`config.mk`:
```
export PLATFORM = sky130hd
export DESIGN_NAME = layer_out_streamer_flat
export DESIGN_NICKNAME = d
export VERILOG_FILES = /design/src/rtl/fnn_pkg.sv /design/src/rtl/layer_out_streamer_if.sv /design/src/rtl/layer_capture_bank.sv /design/src/rtl/layer_out_streamer.sv /design/src/flat_wrapper.sv
export SDC_FILE = /design/constraint.sdc
export NUM_CORES = 1
export LEC_CHECK = 0
export BUFFER_PORTS_ARGS = -buffer_cell sky130_fd_sc_hd__buf_2
export CAP_MARGIN = 20
export CORE_MARGIN = 3
export CORE_UTILIZATION = 30
export DETAILED_ROUTE_END_ITERATION = 10
export HOLD_SLACK_MARGIN = 0.15
export PLACE_DENSITY = 0.43
export SLEW_MARGIN = 20
export SYNTH_ARGS = -nofsm -noshare
export SYNTH_HDL_FRONTEND = slang
export SYNTH_HIERARCHICAL = 1
export SYNTH_SLANG_ARGS = --single-unit
```
`constraint.sdc`:
```
create_clock -name clk -period 4.2 [get_ports clk]
set_input_delay 0.21 -clock clk [delete_from_list [all_inputs] [get_ports clk]]
set_output_delay 0.21 -clock clk [all_outputs]
set_load 0.02 [all_outputs]
```
`src/rtl/fnn_pkg.sv`:
```
// Shared definitions for the feed-forward network stream blocks.
package fnn_pkg;

  localparam int DATA_WIDTH_DEFAULT  = 16;
  localparam int NUM_NEURONS_DEFAULT = 10;
  localparam int MIN_GAP_DEFAULT     = 8;

  typedef enum logic [1:0] {
    ST_IDLE,
    ST_STREAM,
    ST_GAP
  } stream_state_t;

endpackage

```
`src/rtl/layer_out_streamer_if.sv`:
```
// Parallel capture side and serial stream side of the layer output streamer.
interface layer_out_streamer_if #(
  parameter int NUM_NEURONS = fnn_pkg::NUM_NEURONS_DEFAULT,
  parameter int DATA_WIDTH  = fnn_pkg::DATA_WIDTH_DEFAULT
);

  logic [NUM_NEURONS*DATA_WIDTH-1:0] in_data;
  logic [NUM_NEURONS-1:0]            in_valid;
  logic [DATA_WIDTH-1:0]             out_data;
  logic                              out_valid;
  logic                              busy;
  logic                              burst_done;
  logic                              overrun;

  // Streamer view: takes neuron results, produces the serial burst and status.
  modport slave (
    input  in_data,
    input  in_valid,
    output out_data,
    output out_valid,
    output busy,
    output burst_done,
    output overrun
  );

  // Environment view: feeds neuron results, watches the stream.
  modport master (
    output in_data,
    output in_valid,
    input  out_data,
    input  out_valid,
    input  busy,
    input  burst_done,
    input  overrun
  );

endinterface

```
`src/rtl/layer_capture_bank.sv`:
```
// Holding bank for one full set of neuron results. Each lane is captured once
// per set; a second arrival on an already captured lane is flagged and dropped.
module layer_capture_bank
  import fnn_pkg::*;
#(
  parameter int NUM_NEURONS = NUM_NEURONS_DEFAULT,
  parameter int DATA_WIDTH  = DATA_WIDTH_DEFAULT
) (
  input  logic                              clk,
  input  logic                              rst,
  input  logic [NUM_NEURONS*DATA_WIDTH-1:0] in_data,
  input  logic [NUM_NEURONS-1:0]            in_valid,
  input  logic                              clear,
  output logic                              full,
  output logic [NUM_NEURONS*DATA_WIDTH-1:0] bank,
  output logic                              dup
);

  logic [NUM_NEURONS-1:0] cap;

  assign full = &cap;

  // While the bank is being handed over, every lane counts as empty, so lanes
  // arriving in that cycle start the next set instead of being flagged.
  assign dup = (|(in_valid & cap)) & ~clear;

  // Capture each lane the first time it shows up in the current set.
  always_ff @(posedge clk) begin
    if (rst) begin
      cap  <= '0;
      bank <= '0;
    end else begin
      for (int k = 0; k < NUM_NEURONS; k++) begin
        if (in_valid[k] && (clear || !cap[k])) begin
          bank[k*DATA_WIDTH +: DATA_WIDTH] <= in_data[k*DATA_WIDTH +: DATA_WIDTH];
        end
      end
      cap <= (clear ? '0 : cap) | in_valid;
    end
  end

endmodule

```
`src/rtl/layer_out_streamer.sv`:
```
// Captures one layer's parallel neuron outputs and replays them, lane 0 first,
// as a contiguous serial burst for the next layer. A new set may be collected
// in the holding bank while the previous one streams from its own buffer.
module layer_out_streamer
  import fnn_pkg::*;
#(
  parameter int NUM_NEURONS = NUM_NEURONS_DEFAULT,
  parameter int DATA_WIDTH  = DATA_WIDTH_DEFAULT,
  parameter int MIN_GAP     = MIN_GAP_DEFAULT
) (
  input  logic                 clk,
  input  logic                 rst,
  layer_out_streamer_if.slave  bus
);

  localparam int BEAT_W = $clog2(NUM_NEURONS);
  localparam int GAP_W  = (MIN_GAP > 1) ? $clog2(MIN_GAP) : 1;
  localparam logic [BEAT_W-1:0] LAST_BEAT = BEAT_W'(NUM_NEURONS - 1);
  localparam logic [GAP_W-1:0]  LAST_GAP  = GAP_W'((MIN_GAP > 0) ? MIN_GAP - 1 : 0);

  stream_state_t state, state_next;

  logic [NUM_NEURONS*DATA_WIDTH-1:0] bank;
  logic [NUM_NEURONS*DATA_WIDTH-1:0] stream_buf;
  logic [BEAT_W-1:0]                 beat;
  logic [GAP_W-1:0]                  gap_cnt;
  logic                              full;
  logic                              dup;
  logic                              transfer;
  logic                              last_beat;
  logic                              burst_done_r;
  logic                              overrun_r;

  layer_capture_bank #(
    .NUM_NEURONS (NUM_NEURONS),
    .DATA_WIDTH  (DATA_WIDTH)
  ) u_capture (
    .clk      (clk),
    .rst      (rst),
    .in_data  (bus.in_data),
    .in_valid (bus.in_valid),
    .clear    (transfer),
    .full     (full),
    .bank     (bank),
    .dup      (dup)
  );

  // Decide when a full bank moves into the stream buffer and when a burst or gap ends.
  always_comb begin
    state_next = state;
    transfer   = 1'b0;
    last_beat  = 1'b0;
    case (state)
      ST_IDLE: begin
        if (full) begin
          transfer   = 1'b1;
          state_next = ST_STREAM;
        end
      end
      ST_STREAM: begin
        if (beat == LAST_BEAT) begin
          last_beat  = 1'b1;
          state_next = (MIN_GAP > 0) ? ST_GAP : ST_IDLE;
        end
      end
      ST_GAP: begin
        if (gap_cnt == LAST_GAP) begin
          state_next = ST_IDLE;
        end
      end
      default: state_next = ST_IDLE;
    endcase
  end

  // State register; a reset anywhere in a burst drops straight back to idle.
  always_ff @(posedge clk) begin
    if (rst) begin
      state <= ST_IDLE;
    end else begin
      state <= state_next;
    end
  end

  // Stream buffer, beat/gap counters and the status flags.
  always_ff @(posedge clk) begin
    if (rst) begin
      stream_buf   <= '0;
      beat         <= '0;
      gap_cnt      <= '0;
      burst_done_r <= 1'b0;
      overrun_r    <= 1'b0;
    end else begin
      if (transfer) begin
        stream_buf <= bank;
        beat       <= '0;
      end else if (state == ST_STREAM) begin
        beat <= last_beat ? '0 : beat + 1'b1;
      end
      if (state == ST_GAP && gap_cnt != LAST_GAP) begin
        gap_cnt <= gap_cnt + 1'b1;
      end else begin
        gap_cnt <= '0;
      end
      burst_done_r <= last_beat;
      overrun_r    <= overrun_r | dup;
    end
  end

  assign bus.out_valid  = (state == ST_STREAM);
  assign bus.out_data   = (state == ST_STREAM) ? stream_buf[int'(beat)*DATA_WIDTH +: DATA_WIDTH] : '0;
  assign bus.busy       = (state != ST_IDLE);
  assign bus.burst_done = burst_done_r;
  assign bus.overrun    = overrun_r;

endmodule

```
`src/flat_wrapper.sv`:
```
// flat-port wrapper written by rule: the top's interface ports become plain ports
module layer_out_streamer_flat import fnn_pkg::*;
#(
  parameter int NUM_NEURONS = NUM_NEURONS_DEFAULT,
  parameter int DATA_WIDTH  = DATA_WIDTH_DEFAULT,
  parameter int MIN_GAP     = MIN_GAP_DEFAULT
)
  (clk, rst, bus_in_data, bus_in_valid, bus_out_data, bus_out_valid, bus_busy, bus_burst_done, bus_overrun);
  layer_out_streamer_if #(.NUM_NEURONS(NUM_NEURONS), .DATA_WIDTH(DATA_WIDTH)) bus_i ();
  input  logic clk;
  input  logic rst;
  input wire logic [$bits(bus_i.in_data)-1:0] bus_in_data;
  input wire logic [$bits(bus_i.in_valid)-1:0] bus_in_valid;
  output wire logic [$bits(bus_i.out_data)-1:0] bus_out_data;
  output wire logic [$bits(bus_i.out_valid)-1:0] bus_out_valid;
  output wire logic [$bits(bus_i.busy)-1:0] bus_busy;
  output wire logic [$bits(bus_i.burst_done)-1:0] bus_burst_done;
  output wire logic [$bits(bus_i.overrun)-1:0] bus_overrun;
  assign bus_i.in_data = bus_in_data;
  assign bus_i.in_valid = bus_in_valid;
  assign bus_out_data = bus_i.out_data;
  assign bus_out_valid = bus_i.out_valid;
  assign bus_busy = bus_i.busy;
  assign bus_burst_done = bus_i.burst_done;
  assign bus_overrun = bus_i.overrun;
  layer_out_streamer #(.NUM_NEURONS(NUM_NEURONS), .DATA_WIDTH(DATA_WIDTH), .MIN_GAP(MIN_GAP)) u_core (.clk(clk), .rst(rst), .bus(bus_i));
endmodule
```
==> report_table.html, run 1 <==
<table>
<tr><th>Metric</th><th>Value</th></tr>
<tr><th colspan="2">Status</th></tr>
<tr><td>Status</td><td>completed</td></tr>
<tr><th colspan="2">Logic synthesis</th></tr>
<tr><td>Number of distinct library cells after synthesis</td><td>between 40 and 50</td></tr>
<tr><td>Dominant cells by area after synthesis</td><td>sky130_fd_sc_hd__dfxtp_1 (46%), sky130_fd_sc_hd__a21oi_1 (11%), sky130_fd_sc_hd__nand2_1 (8.3%), sky130_fd_sc_hd__nand3_2 (5.4%), sky130_fd_sc_hd__o21ai_1 (3.2%)</td></tr>
<tr><td>Synth Cell Area</td><td>14910 um^2</td></tr>
<tr><td>Count of flip-flops with a built-in enable after synthesis</td><td>0</td></tr>
<tr><td>Top flip-flop cell by instance count after synthesis</td><td>sky130_fd_sc_hd__dfxtp_1</td></tr>
<tr><td>Yosys warning count</td><td>6</td></tr>
<tr><td>Average cell area after synthesis</td><td>8.894 um^2</td></tr>
<tr><td>Post-synthesis register bit count</td><td>341</td></tr>
<tr><td>Post-Syn Instances</td><td>1676</td></tr>
<tr><td>Top-area cell type share of the netlist area</td><td>45.80%</td></tr>
<tr><td>Number of nets in the synthesized netlist</td><td>1852</td></tr>
<tr><td>Ys async rst share</td><td>0%</td></tr>
<tr><td>Part of the Yosys area used for sequential elements</td><td>between 40% and 50%</td></tr>
<tr><td>Cell accounting for the most synthesized area</td><td>sky130_fd_sc_hd__dfxtp_1</td></tr>
<tr><th colspan="2">CTS</th></tr>
<tr><td>Num CTS Buffers</td><td>40</td></tr>
<tr><td>TritonCTS clock tree</td><td>done</td></tr>
<tr><td>Cell chosen for the clock root</td><td>sky130_fd_sc_hd__clkbuf_16</td></tr>
<tr><td>Clock input transition at the sequential cells of the worst setup and hold paths</td><td>0.06 ns</td></tr>
<tr><td>Later-pin clock latency in the skew report</td><td>~0.56 ns</td></tr>
<tr><td>Buffers from clock root to sink, at most</td><td>3</td></tr>
<tr><td>Depth of the CTS H-tree</td><td>2</td></tr>
<tr><td>CTS Sinks</td><td>between 300 and 400</td></tr>
<tr><td>Post-CTS Repair Setup Buffers</td><td>0</td></tr>
<tr><th colspan="2">Timing</th></tr>
<tr><td>Hold Fails Final Rpt</td><td>0</td></tr>
<tr><td>Headroom to the max-slew limit</td><td>~28%</td></tr>
<tr><td>Final Max Tran Viols</td><td>0</td></tr>
<tr><td>Clock period minus final worst setup slack</td><td>between 3 and 4 ns</td></tr>
<tr><td>Count of final setup violators</td><td>0</td></tr>
<tr><td>Clock skew</td><td>approximately 0.026 ns</td></tr>
<tr><td>Fin worst setup slack</td><td>0.6077 ns</td></tr>
<tr><td>Slew of the pin with the lowest slew margin</td><td>1.082 ns</td></tr>
<tr><td>Setup repair after global routing missed its margin</td><td>false</td></tr>
<tr><td>Part of the cycle the worst path needs</td><td>a little under nine tenths</td></tr>
<tr><td>Achievable Freq</td><td>between 200 and 300 MHz</td></tr>
<tr><td>Total negative slack for setup checks</td><td>0 ns</td></tr>
<tr><th colspan="2">Critical path</th></tr>
<tr><td>Setup crit start kind</td><td>flop</td></tr>
<tr><td>Start of the worst register-to-register path</td><td>u_core/u_capture/cap[9]</td></tr>
<tr><td>Required @ worst endpoint</td><td>4.67 ns</td></tr>
<tr><td>Crit. Startpoint</td><td>u_core/u_capture/cap[9]</td></tr>
<tr><td>Data arrival time of the worst path</td><td>about 4 ns</td></tr>
<tr><td>Capturing point of the worst reg2reg path</td><td>u_core/u_capture/bank[49]</td></tr>
<tr><td>CP max FO</td><td>52</td></tr>
<tr><td>R2R Setup Slk</td><td>0.61 ns</td></tr>
<tr><td>Crit. End Element</td><td>flop</td></tr>
<tr><td>Register-to-Register Path Depth</td><td>8</td></tr>
<tr><td>WS Path Type</td><td>flop to flop</td></tr>
<tr><td>Timing endpoint of the critical path</td><td>u_core/u_capture/bank[49]</td></tr>
<tr><th colspan="2">Die</th></tr>
<tr><td>Die Width</td><td>228.9 um</td></tr>
<tr><td>IO Pins</td><td>192</td></tr>
<tr><td>Vertical extent of the die</td><td>228.9 um</td></tr>
<tr><td>Die outline area</td><td>about 52000 um^2</td></tr>
<tr><td>Number of rows in the core area</td><td>between 80 and 90</td></tr>
<tr><td>Core outline area</td><td>49050 um^2</td></tr>
<tr><td>Initial standard-cell utilization of the core</td><td>30.39%</td></tr>
<tr><th colspan="2">GRT</th></tr>
<tr><td>Pin count of the biggest net entering global routing</td><td>between 150 and 200</td></tr>
<tr><td>Via count of the first global-routing pass</td><td>between 10000 and 15000</td></tr>
<tr><td>Remaining Overflow, GRT</td><td>0</td></tr>
<tr><td>Global-route wire length before repair</td><td>77.94 mm</td></tr>
<tr><td>Total Routing Usage GR</td><td>18.85%</td></tr>
<tr><td>Number of antenna violations at the first check in global routing</td><td>4</td></tr>
<tr><th colspan="2">Place</th></tr>
<tr><td>Routability-driven placement congestion ratio</td><td>approximately 0.78</td></tr>
<tr><td>Inst Count DP</td><td>2390</td></tr>
<tr><td>Number of port buffers</td><td>191</td></tr>
<tr><td>Half-perimeter wire length after placement</td><td>33.90 mm</td></tr>
<tr><td>Pre-CTS setup slack</td><td>1.123 ns</td></tr>
<tr><th colspan="2">Job</th></tr>
<tr><td>Maximum capacitance violations</td><td>0</td></tr>
<tr><th colspan="2">Routing</th></tr>
<tr><td>Drt initial violations</td><td>914</td></tr>
<tr><td>Vias</td><td>between 10000 and 15000</td></tr>
<tr><td>Sum of routed wire length over all layers</td><td>50.37 mm</td></tr>
<tr><td>Post-detailed-route wirelength per cell</td><td>roughly 18 um</td></tr>
<tr><td>Post-route DRC</td><td>0</td></tr>
<tr><td>Number of routed nets with antenna violations</td><td>0</td></tr>
<tr><td>Vias per std cell</td><td>4.878</td></tr>
<tr><td>First-pass iteration count of the detailed router</td><td>7</td></tr>
<tr><th colspan="2">Final layout</th></tr>
<tr><td>Layout overhead on the synthesized area</td><td>32.41%</td></tr>
<tr><td>Final std cells w/o fill</td><td>2738</td></tr>
<tr><td>Storage element area</td><td>~6800 um^2</td></tr>
<tr><td>Area taken by multi-input logic gates</td><td>6870 um^2</td></tr>
<tr><td>Number of nets at the end of the flow</td><td>2220</td></tr>
<tr><td>Fillers</td><td>5030</td></tr>
<tr><td>Share of post-route cells with drive strength above 1</td><td>21.34%</td></tr>
<tr><th colspan="2">Power and ir drop</th></tr>
<tr><td>Total power per unit cell area</td><td>~380 nW/um^2</td></tr>
<tr><td>Net switching power of the design</td><td>about 1800 uW</td></tr>
<tr><td>Flop pwr share</td><td>approximately 46%</td></tr>
<tr><td>Max rail drop VDD</td><td>about 240 uV</td></tr>
<tr><td>Gate power share</td><td>around 9.0%</td></tr>
<tr><td>Clock Power Share</td><td>45.3%</td></tr>
<tr><td>Static leakage power</td><td>around 0.0067 uW</td></tr>
<tr><td>Net switching share of the total power</td><td>approximately 24%</td></tr>
<tr><td>Cell Int Power</td><td>5633 uW</td></tr>
<tr><th colspan="2">Worst hold path</th></tr>
<tr><td>Number of stages on the worst hold path</td><td>3</td></tr>
<tr><td>Hold/Removal Path Class</td><td>primary input to flop</td></tr>
</table>
## worst min-delay path by stage
stage                            endpoint         startpoint  slack (ns)
2_1_floorplan  u_core/u_capture/bank[110]   bus_in_data[110]        0.34
3_3_place_gp            u_core/gap_cnt[0]  u_core/gap_cnt[0]        0.41
3_5_place_dp            u_core/gap_cnt[0]  u_core/gap_cnt[0]        0.41
4_1_cts         u_core/u_capture/bank[96]    bus_in_valid[6]        0.15
5_1_grt         u_core/u_capture/bank[91]    bus_in_valid[5]        0.18
6_report        u_core/u_capture/bank[48]    bus_in_valid[3]        0.17
## synthesized netlist by cell type, types with 2 or more instances
| cell type | n |
|---|---|
| sky130_fd_sc_hd__o21ai_0 | 67 |
| sky130_fd_sc_hd__inv_1 | 12 |
| sky130_fd_sc_hd__nor2_1 | 3 |
| sky130_fd_sc_hd__mux4_2 | 16 |
| sky130_fd_sc_hd__buf_4 | 15 |
| sky130_fd_sc_hd__a211oi_2 | 14 |
| sky130_fd_sc_hd__nor2b_4 | 10 |
| sky130_fd_sc_hd__nand2_1 | 331 |
| sky130_fd_sc_hd__buf_6 | 22 |
| sky130_fd_sc_hd__o21ai_1 | 94 |
| sky130_fd_sc_hd__ha_1 | 4 |
| sky130_fd_sc_hd__nand3b_1 | 3 |
| sky130_fd_sc_hd__mux2_2 | 16 |
| sky130_fd_sc_hd__dfxtp_1 | 341 |
| sky130_fd_sc_hd__buf_2 | 44 |
| sky130_fd_sc_hd__nand3_1 | 80 |
| sky130_fd_sc_hd__a221o_1 | 16 |
| sky130_fd_sc_hd__and2_1 | 3 |
| sky130_fd_sc_hd__a21oi_1 | 316 |
| sky130_fd_sc_hd__a211oi_1 | 18 |
| sky130_fd_sc_hd__nor3_1 | 2 |
| sky130_fd_sc_hd__nor2b_1 | 2 |
| sky130_fd_sc_hd__buf_8 | 9 |
| sky130_fd_sc_hd__a22o_1 | 2 |
| sky130_fd_sc_hd__a31oi_1 | 2 |
| sky130_fd_sc_hd__buf_1 | 10 |
| sky130_fd_sc_hd__a21oi_2 | 18 |
| sky130_fd_sc_hd__mux2i_1 | 32 |
| sky130_fd_sc_hd__nand3_2 | 81 |
| sky130_fd_sc_hd__buf_12 | 12 |
| sky130_fd_sc_hd__a221oi_1 | 2 |
| sky130_fd_sc_hd__nand4_1 | 2 |
| sky130_fd_sc_hd__nand2_2 | 10 |
| sky130_fd_sc_hd__clkbuf_1 | 45 |
| sky130_fd_sc_hd__nand2b_1 | 12 |
## power by group through the flow
stage                     logic, uW  registers (uW)  clock network (uW)
final                           668            3390                3360
after global routing            733            3400                3590
after CTS                       662            3390                3460
after detailed placement        469            3460                   0
after global placement          465            3460                   0
after floorplan                 340            3430                   0
## metal layers
layer / global-route usage, % / up-vias / wire length, um
li1: - / 6576 / -
met1: 23.99 / 6400 / 22200
met2: 31.92 / 283 / 24200
met3: 2.667 / 96 / 2013
met4: 8.176 / 0 / 1947
met5: 0 / - / 0
## metrics by stage
| step | instance area [um^2] | total power [uW] | hold WS, ns | utilization [%] |
|---|---|---|---|---|
| final | 19740 | 7420 | 0.1735 | 40.24 |
| after global routing | 19740 | 7718 | 0.1774 | 40.24 |
| after CTS | 19690 | 7517 | 0.1517 | 40.14 |
| after detailed placement | 15690 | 3930 | 0.4149 | 31.98 |
| after global placement | 15690 | 3927 | 0.4099 | 31.98 |
| after floorplan | 14910 | 3774 | 0.3405 | - |
## layout make-up
class	count	area share (%)
Multi-Input combinational cell	1164	34.81
Sequential cell	341	34.61
Timing Repair Buffer	483	19.65
Clock buffer	59	6.099
Tap cell	664	4.209
Clock inverter	10	0.2916
Inverter	14	0.2916
Antenna cell	3	0.03804
## logic make-up after synthesis
kind of cell	synth area share, %
adders and majority gates	0.3358
muxes	5.775
buffers and inverters	8.184
and+or+nand+nor	19.20
DFF	45.80
AOI/OAI and AO/OA	20.71
## critical path, cell delays in order (launching register included)
cell and delay [ns]:
sky130_fd_sc_hd__dfxtp_1 0.45, sky130_fd_sc_hd__nand2_1 0.10, sky130_fd_sc_hd__nor3_1 0.19, sky130_fd_sc_hd__or3b_4 0.61, sky130_fd_sc_hd__inv_6 0.39, sky130_fd_sc_hd__nand2b_1 0.77
sky130_fd_sc_hd__nand3_1 0.19, sky130_fd_sc_hd__dlygate4sd3_1 0.61, sky130_fd_sc_hd__a21oi_1 0.12
## registers in the layout, indices dropped and copies added (netlist names)
register / flops
u_core/u_capture/bank: 160
u_core/gap_cnt: 3
u_core/stream_buf: 160
u_core/beat: 4
u_core/state: 2
u_core/bus.overrun: 1
u_core/u_capture/cap: 10
u_core/bus.burst_done: 1
## cells in the final DEF (no fill, tap or decap), drive strengths merged, types with 12 or more instances in the layout
master	instances
nand3	161
nor2b	12
nand2b	12
buf	208
inv	16
a21oi	334
mux2i	32
a211oi	32
dlygate4sd3	275
o21ai	161
dfxtp	341
mux2	16
nand2	341
a221o	16
mux4	16
clkbuf	59
## what timing repair did
| item | 4_1_cts | 5_1_grt |
|---|---|---|
| resized for setup | 0 | 0 |
| hold endpoints to repair | 160 | 44 |
| hold buffers | 274 | 1 |
Note: power is estimated with default switching activity, not from simulation.
==> run 2: changes to the inputs <==
--- a/config.mk
+++ b/config.mk
@@ -8,10 +8,10 @@
 export BUFFER_PORTS_ARGS = -buffer_cell sky130_fd_sc_hd__buf_2
 export CAP_MARGIN = 20
 export CORE_MARGIN = 3
-export CORE_UTILIZATION = 30
+export CORE_UTILIZATION = 40
 export DETAILED_ROUTE_END_ITERATION = 10
 export HOLD_SLACK_MARGIN = 0.15
-export PLACE_DENSITY = 0.43
+export PLACE_DENSITY = 0.55
 export SLEW_MARGIN = 20
 export SYNTH_ARGS = -nofsm -noshare
 export SYNTH_HDL_FRONTEND = slang
==> run 2 against run 1 <==
Compared with the run above:
- utilization rose by 11 points
- global-route usage increased by 3.7 points
- via count fell by 1.6%
- wire length is 8.7% lower
- die area fell by 24%
- critical path type unchanged
- critical endpoint is now u_core/u_capture/bank[73]
- largest power group unchanged
==> report_table.html, run 2 (synthesized netlist as in run 1, its figures left out) <==
<table>
<tr><th>Metric</th><th>Value</th></tr>
<tr><th colspan="2">Status</th></tr>
<tr><td>Status</td><td>completed (unchanged)</td></tr>
<tr><th colspan="2">Critical path</th></tr>
<tr><td>Start of the worst register-to-register path</td><td>u_core/u_capture/cap[7] (was u_core/u_capture/cap[9])</td></tr>
<tr><td>Setup crit start kind</td><td>flop (unchanged)</td></tr>
<tr><td>Top Family by Delay on Critical Path</td><td>simple AND/OR/NAND/NOR gates (unchanged)</td></tr>
<tr><td>Data arrival time of the worst path</td><td>4.09 ns (was 4.07 ns)</td></tr>
<tr><td>R2R Setup Slk</td><td>0.56 ns (was 0.61 ns)</td></tr>
<tr><td>Worst path buffer plus inverter count</td><td>2 (unchanged)</td></tr>
<tr><td>Library cell contributing the largest single delay on the critical path</td><td>sky130_fd_sc_hd__nand2b_1 (unchanged)</td></tr>
<tr><td>Crit. Startpoint</td><td>u_core/u_capture/cap[7] (was u_core/u_capture/cap[9])</td></tr>
<tr><td>WS Path Type</td><td>flop to flop (unchanged)</td></tr>
<tr><td>CP max FO</td><td>60 (was 52)</td></tr>
<tr><td>Crit-path cells</td><td>nand4_1 &gt; nor3_1 &gt; or3b_4 &gt; inv_6 &gt; nand2b_1 &gt; nand3_2 &gt; dlygate4sd3_1 &gt; a21oi_1 (was nand2_1 &gt; nor3_1 &gt; or3b_4 &gt; inv_6 &gt; nand2b_1 &gt; nand3_1 &gt; dlygate4sd3_1 &gt; a21oi_1)</td></tr>
<tr><td>Required @ worst endpoint</td><td>4.65 ns (was 4.67 ns)</td></tr>
<tr><td>Largest stage delay, worst path</td><td>0.75 ns (was 0.77 ns)</td></tr>
<tr><td>Crit. End Element</td><td>flop (unchanged)</td></tr>
<tr><th colspan="2">Power and ir drop</th></tr>
<tr><td>Max rail drop VDD</td><td>255.9 uV (was 236.1 uV)</td></tr>
<tr><td>Static leakage power</td><td>0.006569 uW (was 0.006736 uW)</td></tr>
<tr><td>Total power per unit cell area</td><td>391.6 nW/um^2 (was 375.9 nW/um^2)</td></tr>
<tr><th colspan="2">Routing</th></tr>
<tr><td>Highest metal layer with signal wires</td><td>met4 (unchanged)</td></tr>
<tr><td>First-pass iteration count of the detailed router</td><td>5 (was 7)</td></tr>
<tr><td>Detailed-route wire length on metal 1</td><td>19.96 mm (was 22.20 mm)</td></tr>
<tr><td>Drt initial violations</td><td>948 (was 914)</td></tr>
<tr><td>Vias per std cell</td><td>5.316 (was 4.878)</td></tr>
<tr><td>Met2 Routed Length</td><td>22.19 mm (was 24.20 mm)</td></tr>
<tr><td>Sum of routed wire length over all layers</td><td>45.99 mm (was 50.37 mm)</td></tr>
<tr><td>Routed wl met3</td><td>2.520 mm (was 2.013 mm)</td></tr>
<tr><td>Vias</td><td>13142 (was 13355)</td></tr>
<tr><td>Number of routed nets with antenna violations</td><td>0 (unchanged)</td></tr>
<tr><td>Post-detailed-route wirelength per cell</td><td>18.61 um (was 18.39 um)</td></tr>
<tr><td>Post-route DRC</td><td>0 (unchanged)</td></tr>
<tr><th colspan="2">Timing</th></tr>
<tr><td>Headroom to the max-slew limit</td><td>23.59% (was 27.84%)</td></tr>
<tr><td>Part of the cycle the worst path needs</td><td>86.74% (was 85.53%)</td></tr>
<tr><td>Hold Fails Final Rpt</td><td>0 (unchanged)</td></tr>
<tr><td>Setup repair after global routing missed its margin</td><td>false (unchanged)</td></tr>
<tr><td>Achievable Freq</td><td>274.5 MHz (was 278.4 MHz)</td></tr>
<tr><td>Slew of the pin with the lowest slew margin</td><td>1.146 ns (was 1.082 ns)</td></tr>
<tr><td>Count of final setup violators</td><td>0 (unchanged)</td></tr>
<tr><td>Final Max Tran Viols</td><td>0 (unchanged)</td></tr>
<tr><td>Tightest hold margin</td><td>0.1618 ns (was 0.1735 ns)</td></tr>
<tr><td>Clock skew</td><td>0.01641 ns (was 0.02606 ns)</td></tr>
<tr><td>Clock period minus final worst setup slack</td><td>3.643 ns (was 3.592 ns)</td></tr>
<tr><td>Total negative slack for setup checks</td><td>0 ns (unchanged)</td></tr>
<tr><th colspan="2">Die</th></tr>
<tr><td>Die outline area</td><td>39620 um^2 (was 52400 um^2)</td></tr>
<tr><td>Initial standard-cell utilization of the core</td><td>40.62% (was 30.39%)</td></tr>
<tr><td>Die Width</td><td>199.0 um (was 228.9 um)</td></tr>
<tr><td>Number of rows in the core area</td><td>70 (was 81)</td></tr>
<tr><td>Core outline area</td><td>36700 um^2 (was 49050 um^2)</td></tr>
<tr><td>IO Pins</td><td>192 (unchanged)</td></tr>
<tr><td>Vertical extent of the die</td><td>199.0 um (was 228.9 um)</td></tr>
<tr><th colspan="2">CTS</th></tr>
<tr><td>Clock input transition at the sequential cells of the worst setup and hold paths</td><td>0.06 ns (about the same)</td></tr>
<tr><td>Cell chosen for the clock root</td><td>sky130_fd_sc_hd__clkbuf_16 (unchanged)</td></tr>
<tr><td>Num CTS Buffers</td><td>38 (was 40)</td></tr>
<tr><td>TritonCTS clock tree</td><td>done (unchanged)</td></tr>
<tr><td>Post-cts gate resize count</td><td>0 (unchanged)</td></tr>
<tr><td>Buffers from clock root to sink, at most</td><td>3 (unchanged)</td></tr>
<tr><td>Later-pin clock latency in the skew report</td><td>0.53 ns (was 0.56 ns)</td></tr>
<tr><td>CTS Sinks</td><td>341 (unchanged)</td></tr>
<tr><td>Depth of the CTS H-tree</td><td>2 (unchanged)</td></tr>
<tr><th colspan="2">Job</th></tr>
<tr><td>Maximum capacitance violations</td><td>0 (unchanged)</td></tr>
<tr><th colspan="2">Final layout</th></tr>
<tr><td>Storage element area</td><td>6830 um^2 (unchanged)</td></tr>
<tr><td>Most common cell after layout, fill and taps aside</td><td>sky130_fd_sc_hd__dfxtp_1 (unchanged)</td></tr>
<tr><td>Inserted Diodes</td><td>0 (was 3)</td></tr>
<tr><td>Commonest non-fill, non-tap cells in the layout</td><td>sky130_fd_sc_hd__dfxtp_1 (340), sky130_fd_sc_hd__nand2_1 (331), sky130_fd_sc_hd__a21oi_1 (316) (unchanged)</td></tr>
<tr><td>Fillers</td><td>3477 (was 5030)</td></tr>
<tr><td>Layout overhead on the synthesized area</td><td>26.52% (was 32.41%)</td></tr>
<tr><td>Final core utilization</td><td>51.39% (was 40.24%)</td></tr>
<tr><td>Number of nets at the end of the flow</td><td>2153 (was 2220)</td></tr>
<tr><td>Share of post-route cells with drive strength above 1</td><td>21.71% (was 21.34%)</td></tr>
<tr><td>Area taken by multi-input logic gates</td><td>6870 um^2 (unchanged)</td></tr>
<tr><td>Final std cells w/o fill</td><td>2472 (was 2738)</td></tr>
<tr><td>Biggest registers after layout</td><td>u_core/stream_buf x160, u_core/u_capture/bank x160, u_core/u_capture/cap x10 (unchanged)</td></tr>
<tr><th colspan="2">Place</th></tr>
<tr><td>Routability-driven placement congestion ratio</td><td>0.8115 (was 0.7828)</td></tr>
<tr><td>Half-perimeter wire length after placement</td><td>30.34 mm (was 33.90 mm)</td></tr>
<tr><td>Number of port buffers</td><td>191 (unchanged)</td></tr>
<tr><td>Inst Count DP</td><td>2190 (was 2390)</td></tr>
<tr><th colspan="2">Worst hold path</th></tr>
<tr><td>Hold/Removal Path Class</td><td>primary input to flop (unchanged)</td></tr>
<tr><td>Hold Path Origin</td><td>bus_in_valid[0] (was bus_in_valid[3])</td></tr>
<tr><th colspan="2">GRT</th></tr>
<tr><td>Remaining Overflow, GRT</td><td>0 (unchanged)</td></tr>
<tr><td>Number of antenna violations at the first check in global routing</td><td>1 (was 4)</td></tr>
<tr><td>Global-route wire length before repair</td><td>70.72 mm (was 77.94 mm)</td></tr>
<tr><td>Via count of the first global-routing pass</td><td>12815 (was 13466)</td></tr>
<tr><td>Pin count of the biggest net entering global routing</td><td>157 (was 161)</td></tr>
<tr><td>Total Routing Usage GR</td><td>22.55% (was 18.85%)</td></tr>
</table>
-- run 2: path summary, 6_finish.rpt --
check / to / cells past startpoint
setup / recovery: u_core/u_capture/bank[73] / 8
hold reg to reg: u_core/stream_buf[98] / 2
hold / removal: u_core/u_capture/bank[9] / 3
setup reg to reg: u_core/u_capture/bank[73] / 8
-- run 2: report_power, final --
group	internal [uW]	switching, uW
Clock	2060	1320
Sequential	3330	57.9
Combinational	289	324
-- run 2: cell type report --
type	count	area share, %
clock buffer	54	6.018
clock inverter	13	0.7564
inverter	14	0.3052
multi-input combinational	1164	36.43
sequential	341	36.22
tap	468	3.105
timing repair buffer	418	17.16
-- run 2: what timing repair did --
item                                    4_1_cts  5_1_grt
endpoints found under the setup margin        0        0
hold buffers                                215        0
setup buffers                                 0        0
hold endpoints to repair                    160        0
-- run 2: through the flow --
step / cell area (um^2) / power [uW] / setup WS (ns)
CTS: 18850 / 7450 / 0.5936
global placement: 15420 / 3906 / 1.035
finish: 18860 / 7384 / 0.5568
global route: 18860 / 7647 / 0.2811
floorplan: 14910 / 3774 / 2.052
detailed placement: 15420 / 3911 / 1.005
-- run 2: tightest hold or removal path, delay by kind of cell --
family	cells	cell delay, ns
compound gates	1	0.05
buf+inv	1	0.25
simple gates	1	0.13
-- run 2: per-layer routing --
metal / up-vias / track usage (%)
li1: 6444 / -
met1: 6282 / 29.32
met2: 342 / 38.20
met3: 74 / 3.777
met4: 0 / 7.470
met5: - / 0
==> run 3: changes to the inputs <==
--- a/config.mk
+++ b/config.mk
@@ -5,6 +5,7 @@
 export SDC_FILE = /design/constraint.sdc
 export NUM_CORES = 1
 export LEC_CHECK = 0
+export ABC_AREA = 1
 export BUFFER_PORTS_ARGS = -buffer_cell sky130_fd_sc_hd__buf_2
 export CAP_MARGIN = 20
 export CORE_MARGIN = 3
==> run 3 against run 2 <==
Compared with the run above:
- first-iteration DRC count is 1.8% lower
- synthesized cell count up 12%
- power fell by 0.23%
- critical path depth up 4
- maximum frequency up 5.2%
- sequential share of layout area is 1.3 points higher
- wire length shrank 3.1%
- sequential power is essentially flat
- critical endpoint is now u_core/u_capture/bank[47]
==> report_table.html, run 3 <==
<table>
<tr><th>Metric</th><th>Value</th></tr>
<tr><th colspan="2">Power and ir drop</th></tr>
<tr><td>Net switching share of the total power</td><td>22.87% (was 23.08%)</td></tr>
<tr><td>Max rail drop VDD</td><td>231.3 uV (was 255.9 uV)</td></tr>
<tr><td>Clock Power Share</td><td>46.3% (was 45.8%)</td></tr>
<tr><td>Cell Int Power</td><td>5683 uW (was 5680 uW)</td></tr>
<tr><td>Static leakage power</td><td>0.007405 uW (was 0.006569 uW)</td></tr>
<tr><td>Net switching power of the design</td><td>1685 uW (was 1704 uW)</td></tr>
<tr><td>Flop pwr share</td><td>45.9% (about the same)</td></tr>
<tr><td>Gate power share</td><td>7.8% (was 8.3%)</td></tr>
<tr><td>Total power per unit cell area</td><td>404.9 nW/um^2 (was 391.6 nW/um^2)</td></tr>
<tr><th colspan="2">Logic synthesis</th></tr>
<tr><td>Number of nets in the synthesized netlist</td><td>2060 (was 1852)</td></tr>
<tr><td>Cell accounting for the most synthesized area</td><td>sky130_fd_sc_hd__dfxtp_1 (unchanged)</td></tr>
<tr><td>Commonest cells post-synth</td><td>sky130_fd_sc_hd__nand2_1 (518), sky130_fd_sc_hd__dfxtp_1 (341), sky130_fd_sc_hd__a21oi_1 (274), sky130_fd_sc_hd__o21ai_0 (161), sky130_fd_sc_hd__nor2_1 (140) (was sky130_fd_sc_hd__dfxtp_1 (341), sky130_fd_sc_hd__nand2_1 (331), sky130_fd_sc_hd__a21oi_1 (316), sky130_fd_sc_hd__o21ai_1 (94), sky130_fd_sc_hd__nand3_2 (81))</td></tr>
<tr><td>Part of the Yosys area used for sequential elements</td><td>48.55% (was 45.80%)</td></tr>
<tr><td>Ys async rst share</td><td>0% (unchanged)</td></tr>
<tr><td>Count of flip-flops with a built-in enable after synthesis</td><td>0 (unchanged)</td></tr>
<tr><td>Yosys warning count</td><td>6 (unchanged)</td></tr>
<tr><td>Number of distinct library cells after synthesis</td><td>29 (was 45)</td></tr>
<tr><td>Dominant cells by area after synthesis</td><td>sky130_fd_sc_hd__dfxtp_1 (49%), sky130_fd_sc_hd__nand2_1 (14%), sky130_fd_sc_hd__a21oi_1 (9.8%), sky130_fd_sc_hd__o21ai_0 (5.7%), sky130_fd_sc_hd__nor2_1 (3.7%) (was sky130_fd_sc_hd__dfxtp_1 (46%), sky130_fd_sc_hd__a21oi_1 (11%), sky130_fd_sc_hd__nand2_1 (8.3%), sky130_fd_sc_hd__nand3_2 (5.4%), sky130_fd_sc_hd__o21ai_1 (3.2%))</td></tr>
<tr><td>Top-area cell type share of the netlist area</td><td>48.55% (was 45.80%)</td></tr>
<tr><td>Average cell area after synthesis</td><td>7.463 um^2 (was 8.894 um^2)</td></tr>
<tr><td>Synth Cell Area</td><td>14060 um^2 (was 14910 um^2)</td></tr>
<tr><td>Post-synthesis register bit count</td><td>341 (unchanged)</td></tr>
<tr><td>Most used standard cell by instance count after synthesis</td><td>sky130_fd_sc_hd__nand2_1 (was sky130_fd_sc_hd__dfxtp_1)</td></tr>
<tr><td>Top flip-flop cell by instance count after synthesis</td><td>sky130_fd_sc_hd__dfxtp_1 (unchanged)</td></tr>
<tr><td>Post-Syn Instances</td><td>1884 (was 1676)</td></tr>
<tr><th colspan="2">Place</th></tr>
<tr><td>Number of port buffers</td><td>191 (unchanged)</td></tr>
<tr><td>Cell area after placement</td><td>14890 um^2 (was 15420 um^2)</td></tr>
<tr><td>Routability-driven placement congestion ratio</td><td>0.9442 (was 0.8115)</td></tr>
<tr><td>Half-perimeter wire length after placement</td><td>29.29 mm (was 30.34 mm)</td></tr>
<tr><td>Inst Count DP</td><td>2414 (was 2190)</td></tr>
<tr><th colspan="2">CTS</th></tr>
<tr><td>Clock input transition at the sequential cells of the worst setup and hold paths</td><td>0.06 ns (about the same)</td></tr>
<tr><td>Cell chosen for the clock root</td><td>sky130_fd_sc_hd__clkbuf_16 (unchanged)</td></tr>
<tr><td>Depth of the CTS H-tree</td><td>2 (unchanged)</td></tr>
<tr><td>Later-pin clock latency in the skew report</td><td>0.53 ns (about the same)</td></tr>
<tr><td>CTS Sinks</td><td>341 (unchanged)</td></tr>
<tr><td>Post-CTS Repair Setup Buffers</td><td>0 (unchanged)</td></tr>
<tr><td>Num CTS Buffers</td><td>38 (unchanged)</td></tr>
<tr><td>Buffers from clock root to sink, at most</td><td>3 (unchanged)</td></tr>
<tr><td>TritonCTS clock tree</td><td>done (unchanged)</td></tr>
<tr><th colspan="2">GRT</th></tr>
<tr><td>Global-route wire length before repair</td><td>70.69 mm (was 70.72 mm)</td></tr>
<tr><td>Remaining Overflow, GRT</td><td>0 (unchanged)</td></tr>
<tr><td>Total Routing Usage GR</td><td>23.11% (was 22.55%)</td></tr>
<tr><td>Via count of the first global-routing pass</td><td>13194 (was 12815)</td></tr>
<tr><td>Number of antenna violations at the first check in global routing</td><td>4 (was 1)</td></tr>
<tr><td>Pin count of the biggest net entering global routing</td><td>276 (was 157)</td></tr>
<tr><th colspan="2">Worst hold path</th></tr>
<tr><td>Hold/Removal Path Class</td><td>flop to flop (was primary input to flop)</td></tr>
<tr><th colspan="2">Die</th></tr>
<tr><td>Number of rows in the core area</td><td>68 (was 70)</td></tr>
<tr><td>Die Width</td><td>193.5 um (was 199.0 um)</td></tr>
<tr><td>Initial standard-cell utilization of the core</td><td>40.61% (was 40.62%)</td></tr>
<tr><td>IO Pins</td><td>192 (unchanged)</td></tr>
<tr><td>Die outline area</td><td>37440 um^2 (was 39620 um^2)</td></tr>
<tr><td>Vertical extent of the die</td><td>193.5 um (was 199.0 um)</td></tr>
<tr><td>Core outline area</td><td>34630 um^2 (was 36700 um^2)</td></tr>
<tr><th colspan="2">Routing</th></tr>
<tr><td>Drt initial violations</td><td>931 (was 948)</td></tr>
<tr><td>Vias per std cell</td><td>4.950 (was 5.316)</td></tr>
<tr><td>Routed wl met3</td><td>2.962 mm (was 2.520 mm)</td></tr>
<tr><td>Post-route DRC</td><td>0 (unchanged)</td></tr>
<tr><td>Sum of routed wire length over all layers</td><td>44.59 mm (was 45.99 mm)</td></tr>
<tr><td>Post-detailed-route wirelength per cell</td><td>16.59 um (was 18.61 um)</td></tr>
<tr><td>Highest metal layer with signal wires</td><td>met5 (was met4)</td></tr>
<tr><td>Met2 Routed Length</td><td>19.72 mm (was 22.19 mm)</td></tr>
<tr><td>Vias</td><td>13301 (was 13142)</td></tr>
<tr><td>Detailed-route wire length on metal 1</td><td>20.54 mm (was 19.96 mm)</td></tr>
<tr><td>First-pass iteration count of the detailed router</td><td>5 (unchanged)</td></tr>
<tr><td>Number of routed nets with antenna violations</td><td>0 (unchanged)</td></tr>
<tr><th colspan="2">Critical path</th></tr>
<tr><td>Crit. End Element</td><td>flop (unchanged)</td></tr>
<tr><td>WS Path Type</td><td>flop to flop (unchanged)</td></tr>
<tr><td>Setup crit start kind</td><td>flop (unchanged)</td></tr>
<tr><td>Required @ worst endpoint</td><td>4.66 ns (was 4.65 ns)</td></tr>
<tr><td>CP max FO</td><td>49 (was 60)</td></tr>
<tr><td>Data arrival time of the worst path</td><td>3.92 ns (was 4.09 ns)</td></tr>
<tr><th colspan="2">Final layout</th></tr>
<tr><td>Commonest non-fill, non-tap cells in the layout</td><td>sky130_fd_sc_hd__nand2_1 (517), sky130_fd_sc_hd__dfxtp_1 (340), sky130_fd_sc_hd__a21oi_1 (274) (was sky130_fd_sc_hd__dfxtp_1 (340), sky130_fd_sc_hd__nand2_1 (331), sky130_fd_sc_hd__a21oi_1 (316))</td></tr>
<tr><td>Most common cell after layout, fill and taps aside</td><td>sky130_fd_sc_hd__nand2_1 (was sky130_fd_sc_hd__dfxtp_1)</td></tr>
<tr><td>Storage element area</td><td>6828 um^2 (was 6830 um^2)</td></tr>
<tr><td>Share of post-route cells with drive strength above 1</td><td>15.52% (was 21.71%)</td></tr>
<tr><td>Layout overhead on the synthesized area</td><td>29.39% (was 26.52%)</td></tr>
<tr><td>Final std cells w/o fill</td><td>2687 (was 2472)</td></tr>
<tr><td>Final core utilization</td><td>52.54% (was 51.39%)</td></tr>
<tr><td>Fillers</td><td>3383 (was 3477)</td></tr>
<tr><td>Final non-filler cell area</td><td>18190 um^2 (was 18860 um^2)</td></tr>
<tr><td>Number of nets at the end of the flow</td><td>2375 (was 2153)</td></tr>
<tr><td>Area taken by multi-input logic gates</td><td>5848 um^2 (was 6870 um^2)</td></tr>
<tr><td>Biggest registers after layout</td><td>u_core/stream_buf x160, u_core/u_capture/bank x160, u_core/u_capture/cap x10 (unchanged)</td></tr>
<tr><th colspan="2">Timing</th></tr>
<tr><td>Clock period minus final worst setup slack</td><td>3.463 ns (was 3.643 ns)</td></tr>
<tr><td>Slew of the pin with the lowest slew margin</td><td>1.064 ns (was 1.146 ns)</td></tr>
<tr><td>Final Max Tran Viols</td><td>0 (unchanged)</td></tr>
<tr><td>Achievable Freq</td><td>288.8 MHz (was 274.5 MHz)</td></tr>
<tr><td>Tightest hold margin</td><td>0.4320 ns (was 0.1618 ns)</td></tr>
<tr><td>Setup repair after global routing missed its margin</td><td>false (unchanged)</td></tr>
<tr><td>Count of final setup violators</td><td>0 (unchanged)</td></tr>
<tr><td>Headroom to the max-slew limit</td><td>29.08% (was 23.59%)</td></tr>
<tr><td>Part of the cycle the worst path needs</td><td>82.45% (was 86.74%)</td></tr>
<tr><td>Hold Fails Final Rpt</td><td>0 (unchanged)</td></tr>
<tr><td>Total negative slack for setup checks</td><td>0 ns (unchanged)</td></tr>
<tr><td>Clock skew</td><td>0.01862 ns (was 0.01641 ns)</td></tr>
<tr><th colspan="2">Status</th></tr>
<tr><td>Status</td><td>completed (unchanged)</td></tr>
<tr><th colspan="2">Job</th></tr>
<tr><td>Maximum capacitance violations</td><td>0 (unchanged)</td></tr>
</table>
==> run 3: path summary, 6_finish.rpt <==
check / slack [ns] / end / depth (start not counted) / from
setup / recovery: 0.74 / u_core/u_capture/bank[47] / 12 / u_core/u_capture/cap[4]
hold / removal: 0.43 / u_core/gap_cnt[0] / 1 / u_core/gap_cnt[0]
setup reg to reg: 0.74 / u_core/u_capture/bank[47] / 12 / u_core/u_capture/cap[4]
hold reg to reg: 0.43 / u_core/gap_cnt[0] / 1 / u_core/gap_cnt[0]
==> run 3: per-stage QoR <==
step,power [uW],setup slack (ns)
floorplan,3725,2.406
global placement,3870,1.360
detailed placement,3874,1.287
CTS,7427,0.7798
global route,7635,0.4279
finish,7367,0.7371
==> run 3: repair_timing <==
item                                   CTS  global route
setup endpoints to repair                0             0
hold buffers                           200             0
endpoints found under the hold margin  170             0
resized for setup                        0             0
==> run 3: critical path, cell delays in order, from the launching register on <==
cell and delay (ns):
sky130_fd_sc_hd__dfxtp_1 0.40, sky130_fd_sc_hd__nand4_1 0.16, sky130_fd_sc_hd__nor3_1 0.29, sky130_fd_sc_hd__nand2_4 0.10
sky130_fd_sc_hd__inv_2 0.07, sky130_fd_sc_hd__buf_4 0.44, sky130_fd_sc_hd__inv_2 0.34, sky130_fd_sc_hd__nand2_1 0.19
sky130_fd_sc_hd__nand2_2 0.24, sky130_fd_sc_hd__inv_2 0.32, sky130_fd_sc_hd__nand2_1 0.09, sky130_fd_sc_hd__a21oi_1 0.14
sky130_fd_sc_hd__dlygate4sd3_1 0.57
==> run 3: logic make-up (layout without fill, tap and decap cells) <==
group | count (synthesis) | count (layout) | synth area share, %
AND/OR/NAND/NOR | 805 | 805 | 23.90
AO/OA/AOI/OAI | 463 | 463 | 17.22
flip-flops | 341 | 341 | 48.55
buffers and inverters | 270 | 615 | 9.913
adder cells (fa/ha/maj) | 4 | 4 | 0.3559
XOR/XNOR | 1 | 1 | 0.06230
other | 0 | 3 | 0
==> run 3: power groups by stage <==
stage / sequential [uW] / combinational [uW] / clock (uW)
6_report: 3380 / 571 / 3410
5_1_grt: 3390 / 638 / 3600
4_1_cts: 3380 / 566 / 3480
3_5_place_dp: 3450 / 420 / 0
3_3_place_gp: 3450 / 415 / 0
2_1_floorplan: 3430 / 290 / 0
==> run 3: layer usage <==
metal / vias to the layer above / GRT usage (%)
li1: 6664 / -
met1: 6176 / 31.97
met2: 365 / 36.29
met3: 94 / 4.842
met4: 2 / 7.420
met5: - / 0
==> run 3: cell type report <==
type | instances | share of cell area, %
repair buffers | 399 | 16.76
clock inverters | 14 | 0.8459
flip-flops and latches | 341 | 37.53
clock buffers | 56 | 6.279
multi-input cells | 1273 | 32.14
inverters | 146 | 3.274
diodes | 3 | 0.04126
well taps | 455 | 3.129
